$ cat src/rtl/cellfifo_cell_reader_if.sv
// Read-side bundle for cellfifo_cell_reader: FIFO read port plus the
// valid/ready output stream. The reader is the master; the FIFO and
// downstream consumer together form the slave side.
interface cellfifo_cell_reader_if #(
  parameter int DATA_SIZE = 36
);
  logic                 rd_rdy;
  logic                 rd_req;
  logic                 rd_vld;
  logic                 rd_eoc;
  logic [DATA_SIZE-1:0] rd_data;
  logic                 m_vld;
  logic                 m_rdy;
  logic [DATA_SIZE-1:0] m_data;
  logic                 m_last;

  modport master (
    input  rd_rdy, rd_vld, rd_eoc, rd_data, m_rdy,
    output rd_req, m_vld, m_data, m_last
  );

  modport slave (
    output rd_rdy, rd_vld, rd_eoc, rd_data, m_rdy,
    input  rd_req, m_vld, m_data, m_last
  );
endinterface

$ cat src/rtl/cellfifo_cell_reader.sv
// cellfifo_cell_reader: drains complete cells from a cell FIFO read port and
// re-emits them as a valid/ready stream with a per-cell last flag. A 2-entry
// output buffer absorbs backpressure; cells longer than MAX_LEN are truncated
// (last forced, len_err pulsed) and their remainder is flushed.
// Optional build macro: CELL_READER_STAT_EN enables the cell/beat counters.
module cellfifo_cell_reader #(
  parameter int DATA_SIZE = 36,
  parameter int MAX_LEN   = 16,
  parameter int GAP_CYC   = 0,
  parameter int CNT_W     = 16
) (
  input  logic                  clk,
  input  logic                  rst,
  cellfifo_cell_reader_if.master bus,
  output logic                  busy,
  output logic                  len_err,
  output logic [CNT_W-1:0]      cell_cnt,
  output logic [CNT_W-1:0]      beat_cnt
);
  localparam int LEN_W = $clog2(MAX_LEN + 1);

  typedef enum logic [1:0] {IDLE, READ, FLUSH, GAP} state_t;

  state_t               state, state_nxt;
  logic [LEN_W-1:0]     len, len_nxt;
  logic [7:0]           gap_cnt, gap_cnt_nxt;
  logic                 rd_req;
  logic                 push;
  logic                 push_last;
  logic                 pop;
  logic [1:0]           buf_cnt;
  logic                 wr_ptr;
  logic                 rd_ptr;
  logic [DATA_SIZE-1:0] buf_data [2];
  logic                 buf_last [2];
  logic                 m_vld;

  // Next-state and read-side control; len_err is a same-cycle pulse on the
  // beat that hits MAX_LEN without an end-of-cell.
  always_comb begin
    state_nxt   = state;
    len_nxt     = len;
    gap_cnt_nxt = gap_cnt;
    rd_req      = 1'b0;
    push        = 1'b0;
    push_last   = 1'b0;
    len_err     = 1'b0;
    case (state)
      IDLE: begin
        if (bus.rd_rdy) state_nxt = READ;
      end
      READ: begin
        rd_req = (buf_cnt < 2'd2);
        if (rd_req && bus.rd_vld) begin
          push    = 1'b1;
          len_nxt = len + 1'b1;
          if (bus.rd_eoc) begin
            push_last   = 1'b1;
            len_nxt     = '0;
            gap_cnt_nxt = '0;
            state_nxt   = (GAP_CYC > 0) ? GAP : IDLE;
          end else if (len == LEN_W'(MAX_LEN - 1)) begin
            push_last = 1'b1;
            len_err   = 1'b1;
            len_nxt   = '0;
            state_nxt = FLUSH;
          end
        end
      end
      FLUSH: begin
        rd_req = 1'b1;
        if (bus.rd_vld && bus.rd_eoc) begin
          gap_cnt_nxt = '0;
          state_nxt   = (GAP_CYC > 0) ? GAP : IDLE;
        end
      end
      GAP: begin
        if (gap_cnt == 8'(GAP_CYC - 1)) state_nxt = IDLE;
        else                            gap_cnt_nxt = gap_cnt + 8'd1;
      end
      default: state_nxt = IDLE;
    endcase
  end

  // FSM state, cell length and gap counter registers.
  always_ff @(posedge clk or posedge rst) begin
    if (rst) begin
      state   <= IDLE;
      len     <= '0;
      gap_cnt <= '0;
    end else begin
      state   <= state_nxt;
      len     <= len_nxt;
      gap_cnt <= gap_cnt_nxt;
    end
  end

  assign m_vld = (buf_cnt != 2'd0);
  assign pop   = m_vld && bus.m_rdy;

  // Output buffer occupancy and pointers; push+pop together leaves count unchanged.
  always_ff @(posedge clk or posedge rst) begin
    if (rst) begin
      buf_cnt <= '0;
      wr_ptr  <= 1'b0;
      rd_ptr  <= 1'b0;
    end else begin
      if (push) wr_ptr <= ~wr_ptr;
      if (pop)  rd_ptr <= ~rd_ptr;
      case ({push, pop})
        2'b10:   buf_cnt <= buf_cnt + 2'd1;
        2'b01:   buf_cnt <= buf_cnt - 2'd1;
        default: buf_cnt <= buf_cnt;
      endcase
    end
  end

  // Buffer storage; contents are only observed while the entry is occupied.
  always_ff @(posedge clk) begin
    if (push) begin
      buf_data[wr_ptr] <= bus.rd_data;
      buf_last[wr_ptr] <= push_last;
    end
  end

  // Head entry is gated so the stream reads as zero whenever it is empty.
  assign bus.rd_req = rd_req;
  assign bus.m_vld  = m_vld;
  assign bus.m_data = m_vld ? buf_data[rd_ptr] : '0;
  assign bus.m_last = m_vld & buf_last[rd_ptr];
  assign busy       = (state != IDLE);

`ifdef CELL_READER_STAT_EN
  // Statistics: count every popped beat and every popped last beat.
  always_ff @(posedge clk or posedge rst) begin
    if (rst) begin
      cell_cnt <= '0;
      beat_cnt <= '0;
    end else if (pop) begin
      beat_cnt <= beat_cnt + 1'b1;
      if (bus.m_last) cell_cnt <= cell_cnt + 1'b1;
    end
  end
`else
  assign cell_cnt = '0;
  assign beat_cnt = '0;
`endif
endmodule

$ cat src/flat_wrapper.sv
// flat-port wrapper written by rule: the top's interface ports become plain ports
module cellfifo_cell_reader_flat 
#(
  parameter int DATA_SIZE = 36,
  parameter int MAX_LEN   = 16,
  parameter int GAP_CYC   = 0,
  parameter int CNT_W     = 16
)
  (clk, rst, busy, len_err, cell_cnt, beat_cnt, bus_rd_rdy, bus_rd_vld, bus_rd_eoc, bus_rd_data, bus_m_rdy, bus_rd_req, bus_m_vld, bus_m_data, bus_m_last);
  cellfifo_cell_reader_if #(.DATA_SIZE(DATA_SIZE)) bus_i ();
  input  logic clk;
  input  logic rst;
  output logic busy;
  output logic len_err;
  output logic [CNT_W-1:0] cell_cnt;
  output logic [CNT_W-1:0] beat_cnt;
  input wire logic [$bits(bus_i.rd_rdy)-1:0] bus_rd_rdy;
  input wire logic [$bits(bus_i.rd_vld)-1:0] bus_rd_vld;
  input wire logic [$bits(bus_i.rd_eoc)-1:0] bus_rd_eoc;
  input wire logic [$bits(bus_i.rd_data)-1:0] bus_rd_data;
  input wire logic [$bits(bus_i.m_rdy)-1:0] bus_m_rdy;
  output wire logic [$bits(bus_i.rd_req)-1:0] bus_rd_req;
  output wire logic [$bits(bus_i.m_vld)-1:0] bus_m_vld;
  output wire logic [$bits(bus_i.m_data)-1:0] bus_m_data;
  output wire logic [$bits(bus_i.m_last)-1:0] bus_m_last;
  assign bus_i.rd_rdy = bus_rd_rdy;
  assign bus_i.rd_vld = bus_rd_vld;
  assign bus_i.rd_eoc = bus_rd_eoc;
  assign bus_i.rd_data = bus_rd_data;
  assign bus_i.m_rdy = bus_m_rdy;
  assign bus_rd_req = bus_i.rd_req;
  assign bus_m_vld = bus_i.m_vld;
  assign bus_m_data = bus_i.m_data;
  assign bus_m_last = bus_i.m_last;
  cellfifo_cell_reader #(.DATA_SIZE(DATA_SIZE), .MAX_LEN(MAX_LEN), .GAP_CYC(GAP_CYC), .CNT_W(CNT_W)) u_core (.clk(clk), .rst(rst), .bus(bus_i), .busy(busy), .len_err(len_err), .cell_cnt(cell_cnt), .beat_cnt(beat_cnt));
endmodule
$ cat config.mk
export PLATFORM = sky130hd
export DESIGN_NAME = cellfifo_cell_reader_flat
export DESIGN_NICKNAME = d
export VERILOG_FILES = /design/src/rtl/cellfifo_cell_reader_if.sv /design/src/rtl/cellfifo_cell_reader.sv /design/src/flat_wrapper.sv
export SDC_FILE = /design/constraint.sdc
export NUM_CORES = 1
export LEC_CHECK = 0
export BUFFER_PORTS_ARGS = -buffer_cell sky130_fd_sc_hd__buf_2
export CAP_MARGIN = 10
export CORE_MARGIN = 3
export CORE_UTILIZATION = 41
export DETAILED_ROUTE_END_ITERATION = 12
export GPL_ROUTABILITY_DRIVEN = 0
export PLACE_DENSITY = 0.68
export SYNTH_ARGS = -nofsm -noshare
export SYNTH_HDL_FRONTEND = slang
export SYNTH_SLANG_ARGS = --single-unit
$ cat constraint.sdc
create_clock -name clk -period 3.2 [get_ports clk]
set_input_delay 0.32 -clock clk [delete_from_list [all_inputs] [get_ports clk]]
set_output_delay 0.32 -clock clk [all_outputs]
set_load 0.005 [all_outputs]
==> flow_summary_export.csv, run 1 <==
group,metric,value,unit
floorplanning,initial_core_util,42.5,%
synthesis,synth_edf_count,74,
synthesis,synth_area,0.00418,sq mm
global_routing,grt_pass1_vias,2372,
worst_setup_path,r2r-end,"u_core.buf_data[0][7]",
power,leakagePower,2.07,nW
detailed_routing,avgViaCountPerCell,4.62,
worst_setup_path,reg2reg_slack,1200,ps
synthesis,syn-mean-instance-area,13.6,sq um
floorplanning,ios,115,
floorplanning,die_x,107,microns
final_layout,nets,446,
floorplanning,die_h,107,microns
synthesis,synth_seq_cells,93,
power,ir_drop,0.312,mV
worst_setup_path,slowest_delay,430,ps
floorplanning,die_area,0.0114,sq mm
timing,hold_viol_final,0,
synthesis,ys_seq_area_share,64.6,%
global_routing,grt_max_degree,21,
detailed_routing,drc,0,
synthesis,async_flop_share,20.4,%
timing,fin_tns_setup,0,ps
clock_network,htree_levels,3,
clock_network,cts_setup_buffers,0,
worst_setup_path,worstSetupEndpointType,"output pin",
detailed_routing,wirelength,7.27,mm
final_layout,antenna_cells,0,
timing,period_share,66.7,%
synthesis,ys_types,48,
global_routing,grt_usage,12.9,%
floorplanning,fp-row-count,36,
detailed_routing,wire_per_inst,13.6,microns
worst_setup_path,rr_worst_depth,6,
timing,holdWs,85.7,ps
placed_design,post_dp_cell_area,0.00467,sq mm
timing,max_freq,468,MHz
clock_network,cts_num_sinks,93,
synthesis,synthCells,306,
clock_network,cts_buffers,9,
detailed_routing,first_pass_iters,4,
synthesis,yosysTopAreaCellShare,53.2,%
worst_setup_path,start_kind,"flop",
synthesis,synth_top_area_cell,"edfxtp_1",
detailed_routing,ant_nets,0,
worst_setup_path,rr_startpoint,"u_core.state[1]",
power,p_per_area,755,mW/mm^2
clock_network,cts_root_buf,"clkbuf_8",
timing,worst_pin_slew,748,ps
detailed_routing,vias,2464,
timing,rsz0062_at_grt,"no",
clock_network,cts_buffer_depth,2,
worst_setup_path,arrival,1820,ps
synthesis,ys_warn_count,0,
timing,relSlewSlack,50.1,%
synthesis,synthTopCellsByCount,"edfxtp_1, nor2_1, mux2i_1",
flow_run,drv_cap,0,
worst_setup_path,path_class,"flop to output pin",
synthesis,yosysMostFrequentCell,"edfxtp_1",
final_layout,drive_gt1_share,29.5,%
worst_setup_path,path_cells,"inv_1 > ha_1 > nand2b_1 > nor4b_1 > buf_2",
synthesis,synth_ff_type,"edfxtp_1",
timing,period_needed,2140,ps
global_routing,antenna_found_initial,0,
global_routing,grt_pass1_wl,11.5,mm
worst_setup_path,cp_max_fo,5,
detailed_routing,drtIter0Drc,149,
placed_design,portBuffers,82,
synthesis,synth_area_leaders,"edfxtp_1, dfrtp_1, mux2i_1",
timing,final-max-slew-violation-count,0,
worst_setup_path,crit_required,2880,ps
clock_network,cts_tree,"yes",
global_routing,grt_overflow,0,
hold_path,hp-class,"input pin to async pin",
final_layout,syn2layout_area_growth,16.4,%
clock_network,ctsHoldBuffers,0,
floorplanning,core-area,0.00982,sq mm
timing,finalSetupViolations,0,
final_layout,finalInstanceArea,0.00486,sq mm
placed_design,hpwl,5.14,mm
worst_setup_path,crit_path_top_delay_cell,"dfrtp_1",
clock_network,cts_resized,0,
clock_network,clkLatencyLatePin,350,ps
status,status,"finished clean",
clock_network,path_clk_slew,90,ps
timing,finClkSkew,8.33,ps
## per-layer routing
| layer | GRT usage [%] | up-vias | wire, microns |
|---|---|---|---|
| li1 | - | 1219 | - |
| met1 | 15.6 | 1168 | 3110 |
| met2 | 21.8 | 73 | 3630 |
| met3 | 4.70 | 4 | 474 |
| met4 | 3.29 | 0 | 50 |
| met5 | 0 | - | 0 |
## cell usage in the layout, fill, tap and decap left out, drive strengths merged, types with 2 or more instances in the layout
cell type  netlist  routed
dfrtp           19      19
nand2b           5       5
nand2            6       6
nor3             4       4
mux2i           37      37
clkbuf           1       9
o21ai            8       8
ha               8       8
o31ai            2       2
inv              9      12
nor4             3       3
o21a             2       2
a31oi            4       4
buf             41      90
mux2             2       2
conb             1      32
a2bb2oi          5       5
nor2b            2       2
and2             2       2
edfxtp          74      74
nor2            46      46
nand3            4       4
xor2             2       2
xnor2            3       3
## report_power, final
part           total [mW]  internal [mW]  switching, mW
Combinational        1.27          0.573          0.701
Sequential           1.63           1.51          0.116
Clock               0.769          0.366          0.402
## registers in the layout, indices dropped and copies added, names as in the netlist
| register | flops |
|---|---|
| u_core.buf_last | 2 |
| u_core.len | 5 |
| u_core.gap_cnt | 8 |
| u_core.state | 2 |
| u_core.buf_data | 72 |
| u_core.rd_ptr | 1 |
| u_core.wr_ptr | 1 |
| u_core.buf_cnt | 2 |
## how the worst max path moves through the flow
stage | startpoint | end | slack [ps] | depth (start not counted)
after floorplan | u_core.state[1] | u_core.buf_data[0][0] | 130 | 5
after detailed placement | u_core.state[1] | u_core.buf_data[0][6] | 1210 | 6
after global placement | u_core.state[1] | u_core.buf_data[1][6] | 1260 | 6
after CTS | u_core.state[1] | len_err | 1020 | 5
after global routing | u_core.buf_cnt[1] | bus_m_data[8] | 930 | 4
final | u_core.state[1] | len_err | 1060 | 5
## through the flow
step / instances / setup WS, ps / power, mW / utilization, %
6_report: 533 / 1060 / 3.67 / 49.5
5_1_grt: 533 / 928 / 3.92 / 49.5
4_1_cts: 533 / 1020 / 3.72 / 49.5
3_5_place_dp: 518 / 1210 / 2.95 / 47.5
3_3_place_gp: 518 / 1260 / 2.92 / 47.5
2_1_floorplan: 337 / 130 / 2.48 / -
## area by class of cell
class | count | area [sq um]
Clock buffer | 9 | 124
Inverter | 9 | 33.8
Timing Repair Buffer | 90 | 470
Sequential cell | 93 | 2700
Clock inverter | 6 | 71.3
Tap cell | 133 | 166
Multi-Input combinational cell | 193 | 1300
Fill cell | 889 | 4960
## cells by family after synthesis
group	Yosys count	share of synthesized area, %
multiplexers	39	9.50
AND/OR/NAND/NOR	80	9.20
adder cells (fa/ha/maj)	8	2.40
XOR/XNOR	5	1.05
other	1	0.0898
flip-flops	93	64.6
buffers and inverters	51	7.70
AO/OA/AOI/OAI	29	5.48
## critical path: cells and delay by family (launching register included)
kind	cells	cell delay (ps)
adders and majority gates	1	260
buffers and inverters	2	290
DFF	1	430
and+or+nand+nor	2	480
No activity file was read; power rests on OpenSTA's default activity.
==> run 2: changes to the inputs <==
Clock period 3.2 ns to 1.86 ns, I/O delays scaled along.
==> run 2 against run 1 <==
Critical path depth stayed put. Non-clock buffer count is 2 higher. Core utilization is 1.1 points higher. Clock power is 86% higher. Final area is 2.2% higher. Flip-flop and latch count stayed put. Wire length is 4.9% higher. Combinational power is 81% higher. First-iteration DRC count is 21% lower. Global-route usage is 0.54 points higher. Power is 79% higher. Setup slack worse by 960 ps.
==> flow_summary_export.csv, run 2 (synthesis gave the netlist of run 1 again) <==
group,metric,value,unit
timing,postLayoutSetupSlackWorst,107,ps
final_layout,multi_input_comb_area,0.00132,sq mm
global_routing,grt_pass1_vias,2403,
final_layout,antenna_cells,0,
hold_path,hp-class,"input pin to flop",
power,internal-power,4.44,mW
worst_setup_path,start_kind,"flop",
detailed_routing,wire_per_inst,14.3,microns
final_layout,top_register,"u_core.buf_data",
power,p_sw,2.12,mW
global_routing,grt_usage,13.4,%
final_layout,utilization,50.6,%
final_layout,nFillCells,891,
worst_setup_path,arrival,1570,ps
clock_network,cts_buffer_depth,2,
floorplanning,die_x,107,microns
floorplanning,fp-row-count,36,
clock_network,cts_tree,"yes",
status,status,"finished clean",
final_layout,largest_reg_flops,72,
detailed_routing,wirelength,7.63,mm
global_routing,grt_overflow,0,
timing,hold_viol_final,0,
final_layout,syn2layout_area_growth,18.9,%
clock_network,clkLatencyLatePin,350,ps
clock_network,path_clk_slew,90,ps
final_layout,nets,448,
timing,period_needed,1750,ps
worst_setup_path,cp_max_fo,5,
clock_network,cts_buffers,9,
timing,finalSetupViolations,0,
detailed_routing,drtIter0Drc,118,
final_layout,reg_top3,"u_core.buf_data (72), u_core.gap_cnt (8), u_core.len (5)",
final_layout,final_cell_mix,"buf_2, edfxtp_1, nor2_1, mux2i_1, conb_1",
power,ir_drop,0.612,mV
power,power_frac_seq,43.0,%
global_routing,grt_max_degree,38,
detailed_routing,first_pass_iters,4,
placed_design,dp_slack,142,ps
floorplanning,die_area,0.0114,sq mm
floorplanning,initial_core_util,42.5,%
worst_setup_path,worstSetupEndpointType,"output pin",
final_layout,regArea,0.00270,sq mm
timing,rsz0062_at_grt,"yes",
detailed_routing,ant_nets,0,
floorplanning,die_h,107,microns
timing,fin_tns_setup,0,ps
power,power_frac_comb,35.2,%
clock_network,cts_num_sinks,93,
power,p_per_area,1320,mW/mm^2
timing,finClkSkew,10.4,ps
timing,final-max-slew-violation-count,0,
clock_network,htree_levels,3,
floorplanning,ios,115,
detailed_routing,drc,0,
clock_network,cts_setup_buffers,0,
detailed_routing,avgViaCountPerCell,4.69,
worst_setup_path,path_class,"flop to output pin",
timing,max_freq,570,MHz
worst_setup_path,crit_required,1670,ps
timing,relSlewSlack,50.1,%
flow_run,drv_cap,0,
placed_design,portBuffers,82,
floorplanning,core-area,0.00982,sq mm
timing,period_share,94.3,%
final_layout,drive_gt1_share,30.3,%
power,sw_frac_of_total,32.3,%
power,p_clk_share,21.8,%
global_routing,antenna_found_initial,0,
timing,worst_pin_slew,747,ps
final_layout,final_common_cell,"buf_2",
global_routing,grt_pass1_wl,11.7,mm
clock_network,cts_root_buf,"clkbuf_8",
power,leakagePower,2.10,nW
detailed_routing,vias,2511,
final_layout,fin_cells,535,
placed_design,hpwl,5.32,mm
placed_design,dp.cells,518,
run 2: worst max-delay path, stage by stage, from the launching register on:
cell and delay, ps:
dfrtp_1 430, inv_2 100, ha_4 160, nand2b_1 120
nor4b_2 250, buf_2 160
run 2: through the flow:
stage / hold WS [ps] / area [sq um] / power (mW)
after floorplan: 137 / 4330 / 4.30
after global placement: 368 / 4720 / 5.14
after detailed placement: 376 / 4720 / 5.19
after CTS: 3.85 / 4950 / 6.64
after global routing: 4.35 / 4970 / 6.96
final: 24.0 / 4970 / 6.55
run 2: timing repair:
| item | in CTS | in global routing |
|---|---|---|
| hold buffers | 1 | 1 |
| cloned | 0 | 0 |
| hold endpoints to repair | 16 | 2 |
| pin swaps | 0 | 0 |
| resized for setup | 1 | 2 |
| setup endpoints to repair | 1 | 33 |
run 2: layout make-up:
type	instances	area share (%)
flip-flops and latches	93	54.3
multi-input cells	193	26.5
repair buffers	92	10.7
well taps	133	3.35
clock buffers	9	2.49
clock inverters	6	1.89
inverters	9	0.680
run 2: final timing paths:
kind / cells after the start / endpoint / slack, ps / from
min: 1 / u_core.buf_data[0][16] / 20 / bus_rd_data[16]
max reg2reg: 6 / u_core.gap_cnt[0] / 130 / u_core.state[0]
max in group asynchronous: 3 / u_core.rd_ptr / 820 / rst
min reg2reg: 1 / u_core.len[4] / 510 / u_core.len[4]
min in group asynchronous: 3 / u_core.gap_cnt[2] / 530 / rst
max: 5 / len_err / 110 / u_core.state[1]
run 2: power by group through the flow:
stage	clock, mW	sequential, mW	combinational (mW)
3_5_place_dp	0	2.86	2.33
3_3_place_gp	0	2.84	2.30
6_report	1.43	2.82	2.30
2_1_floorplan	0	2.77	1.53
5_1_grt	1.56	2.85	2.55
4_1_cts	1.48	2.82	2.34
run 2: layer usage:
metal / GRT usage (%) / share of wire [%] / vias up
li1: - / - / 1222
met1: 17.0 / 45 / 1196
met2: 22.2 / 47 / 85
met3: 3.61 / 6.3 / 8
met4: 4.66 / 1.4 / 0
met5: 0 / 0 / -
==> run 3: changes to the inputs <==
Settings changed: CTS_BUF_LIST from default to sky130_fd_sc_hd__clkbuf_8, TNS_END_PERCENT from default to 1.
==> run 3 against run 2 <==
Global-route usage up 0.21 points. Setup slack worse by 19 ps. Sequential power about the same. Clock-buffer cell count did not move. Cell count unchanged.
==> flow_summary_export.csv, run 3 (synthesis gave the netlist of run 1 again) <==
group,metric,value,unit
detailed_routing,m1WireLength,3.36,mm
global_routing,grt_pass1_vias,2438,
hold_path,worstHoldEndpoint,"u_core.buf_data[1][18]",
floorplanning,initial_core_util,42.5,%
worst_setup_path,crit_family,"flip-flops",
power,p_per_area,1290,mW/mm^2
detailed_routing,wirelength,7.65,mm
floorplanning,die_h,107,microns
timing,final-max-slew-violation-count,0,
status,status,"finished clean",
detailed_routing,wl_met2,3.73,mm
global_routing,antenna_found_initial,0,
timing,relSlewSlack,49.1,%
flow_run,drv_cap,0,
worst_setup_path,slowest_delay,430,ps
placed_design,hpwl,5.25,mm
final_layout,finalInstanceArea,0.00493,sq mm
worst_setup_path,reg2reg_slack,130,ps
worst_setup_path,start_kind,"flop",
final_layout,antenna_cells,0,
timing,hold_viol_final,0,
detailed_routing,drc,0,
floorplanning,ios,115,
power,ir_drop,0.674,mV
worst_setup_path,r2r-end,"u_core.buf_cnt[1]",
timing,max_freq,564,MHz
final_layout,final_cell_mix,"buf_2, edfxtp_1, nor2_1, mux2i_1, conb_1",
floorplanning,die_area,0.0114,sq mm
worst_setup_path,path_cells,"inv_2 > ha_4 > nand2b_1 > nor4b_2 > buf_2",
detailed_routing,avgViaCountPerCell,4.70,
detailed_routing,drtIter0Drc,141,
floorplanning,die_x,107,microns
power,power,6.37,mW
hold_path,hp-class,"input pin to flop",
timing,worst_pin_slew,763,ps
timing,rsz0062_at_grt,"yes",
timing,finalSetupViolations,0,
clock_network,clkLatencyLatePin,350,ps
timing,period_needed,1770,ps
clock_network,cts_tree,"yes",
detailed_routing,wire_per_inst,14.3,microns
worst_setup_path,arrival,1590,ps
clock_network,cts_num_sinks,93,
worst_setup_path,path_class,"flop to output pin",
global_routing,grt_usage,13.6,%
detailed_routing,ant_nets,0,
placed_design,dp_slack,143,ps
power,leakagePower,2.09,nW
worst_setup_path,crit_required,1670,ps
timing,finClkSkew,8.57,ps
final_layout,syn2layout_area_growth,18.1,%
placed_design,dp.cells,516,
worst_setup_path,rr_worst_depth,6,
final_layout,reg_top3,"u_core.buf_data (72), u_core.gap_cnt (8), u_core.len (5)",
global_routing,grt_max_degree,38,
final_layout,final_common_cell,"buf_2",
clock_network,htree_levels,3,
clock_network,cts_buffer_depth,2,
final_layout,nets,447,
clock_network,cts_buffers,9,
hold_path,holdPathStages,1,
worst_setup_path,cp_max_fo,5,
worst_setup_path,crit_path_top_delay_cell,"dfrtp_1",
clock_network,cts_setup_buffers,0,
hold_path,hold_start,"bus_rd_data[18]",
final_layout,drive_gt1_share,30.1,%
detailed_routing,wl_met3,424,microns
final_layout,fin_cells,535,
timing,postLayoutSetupSlackWorst,87.7,ps
timing,period_share,95.3,%
floorplanning,core-area,0.00982,sq mm
worst_setup_path,rr_startpoint,"u_core.state[1]",
placed_design,post_dp_cell_area,0.00470,sq mm
worst_setup_path,worstSetupEndpointType,"output pin",
global_routing,grt_overflow,0,
placed_design,portBuffers,82,
final_layout,largest_reg_flops,72,
worst_setup_path,cp_num_buf_inv,2,
timing,holdWs,20.4,ps
detailed_routing,vias,2515,
final_layout,top_register,"u_core.buf_data",
detailed_routing,first_pass_iters,4,
detailed_routing,dr.max_layer_used,"met4",
global_routing,grt_pass1_wl,12.1,mm
clock_network,path_clk_slew,100,ps
floorplanning,fp-row-count,36,
clock_network,cts_root_buf,"clkbuf_8",
run 3: cell types whose count changed in the layout (fill, tap and decap cells not counted), sizes merged:
cell         before  now
buf              90   88
bufinv            2    0
clkinv            1    3
clkinvlp          1    0
dlygate4sd3       2    3
inv              11   13
run 3: area by class of cell:
type,instances,area [sq um]
timing repair buffer,91,527
clock inverter,7,63.8
tap,133,166
multi-input combinational,193,1320
inverter,9,33.8
clock buffer,9,124
fill,874,4890
sequential,93,2700
run 3: worst max-delay path by stage:
stage                     slack (ps)  cells after the start              start                     end
after floorplan                  -80                      5    u_core.state[1]   u_core.buf_data[0][0]
after global placement           200                      5    u_core.state[1]  u_core.buf_data[0][22]
after detailed placement         140                      6    u_core.state[0]       u_core.gap_cnt[0]
after CTS                          7                      4  u_core.buf_cnt[1]              bus_m_last
after global routing             -30                      4      u_core.len[0]                 len_err
final                             90                      5    u_core.state[1]                 len_err
run 3: routing by layer:
metal	global-route usage, %	up-vias
li1	-	1217
met1	17.7	1213
met2	21.7	73
met3	3.43	12
met4	5.94	0
met5	0	-
run 3: stage by stage:
step                      util (%)  setup TNS [ps]
after floorplan                  -           -5300
after global placement        47.9               0
after detailed placement      47.9               0
after CTS                     49.9               0
after global routing          50.2           -30.5
final                         50.2               0
run 3: timing repair:
action,in CTS,in global routing
cloned,0,0
gates resized for setup,1,3
endpoints found under the setup margin,1,39
endpoints found under the hold margin,19,4
pin swaps,0,0
hold buffers,1,2
run 3: where the power goes:
part           internal [mW]  switching [mW]
Sequential              2.60           0.184
Combinational           1.05            1.27
Clock                  0.519           0.738
run 3: worst reg2reg max path: stages (launching register included):
cell      delay (ps)
dfrtp_1          430
inv_2            100
ha_4             160
nand3b_1         250
ha_1             400
nor2_1           140
xor2_1           170
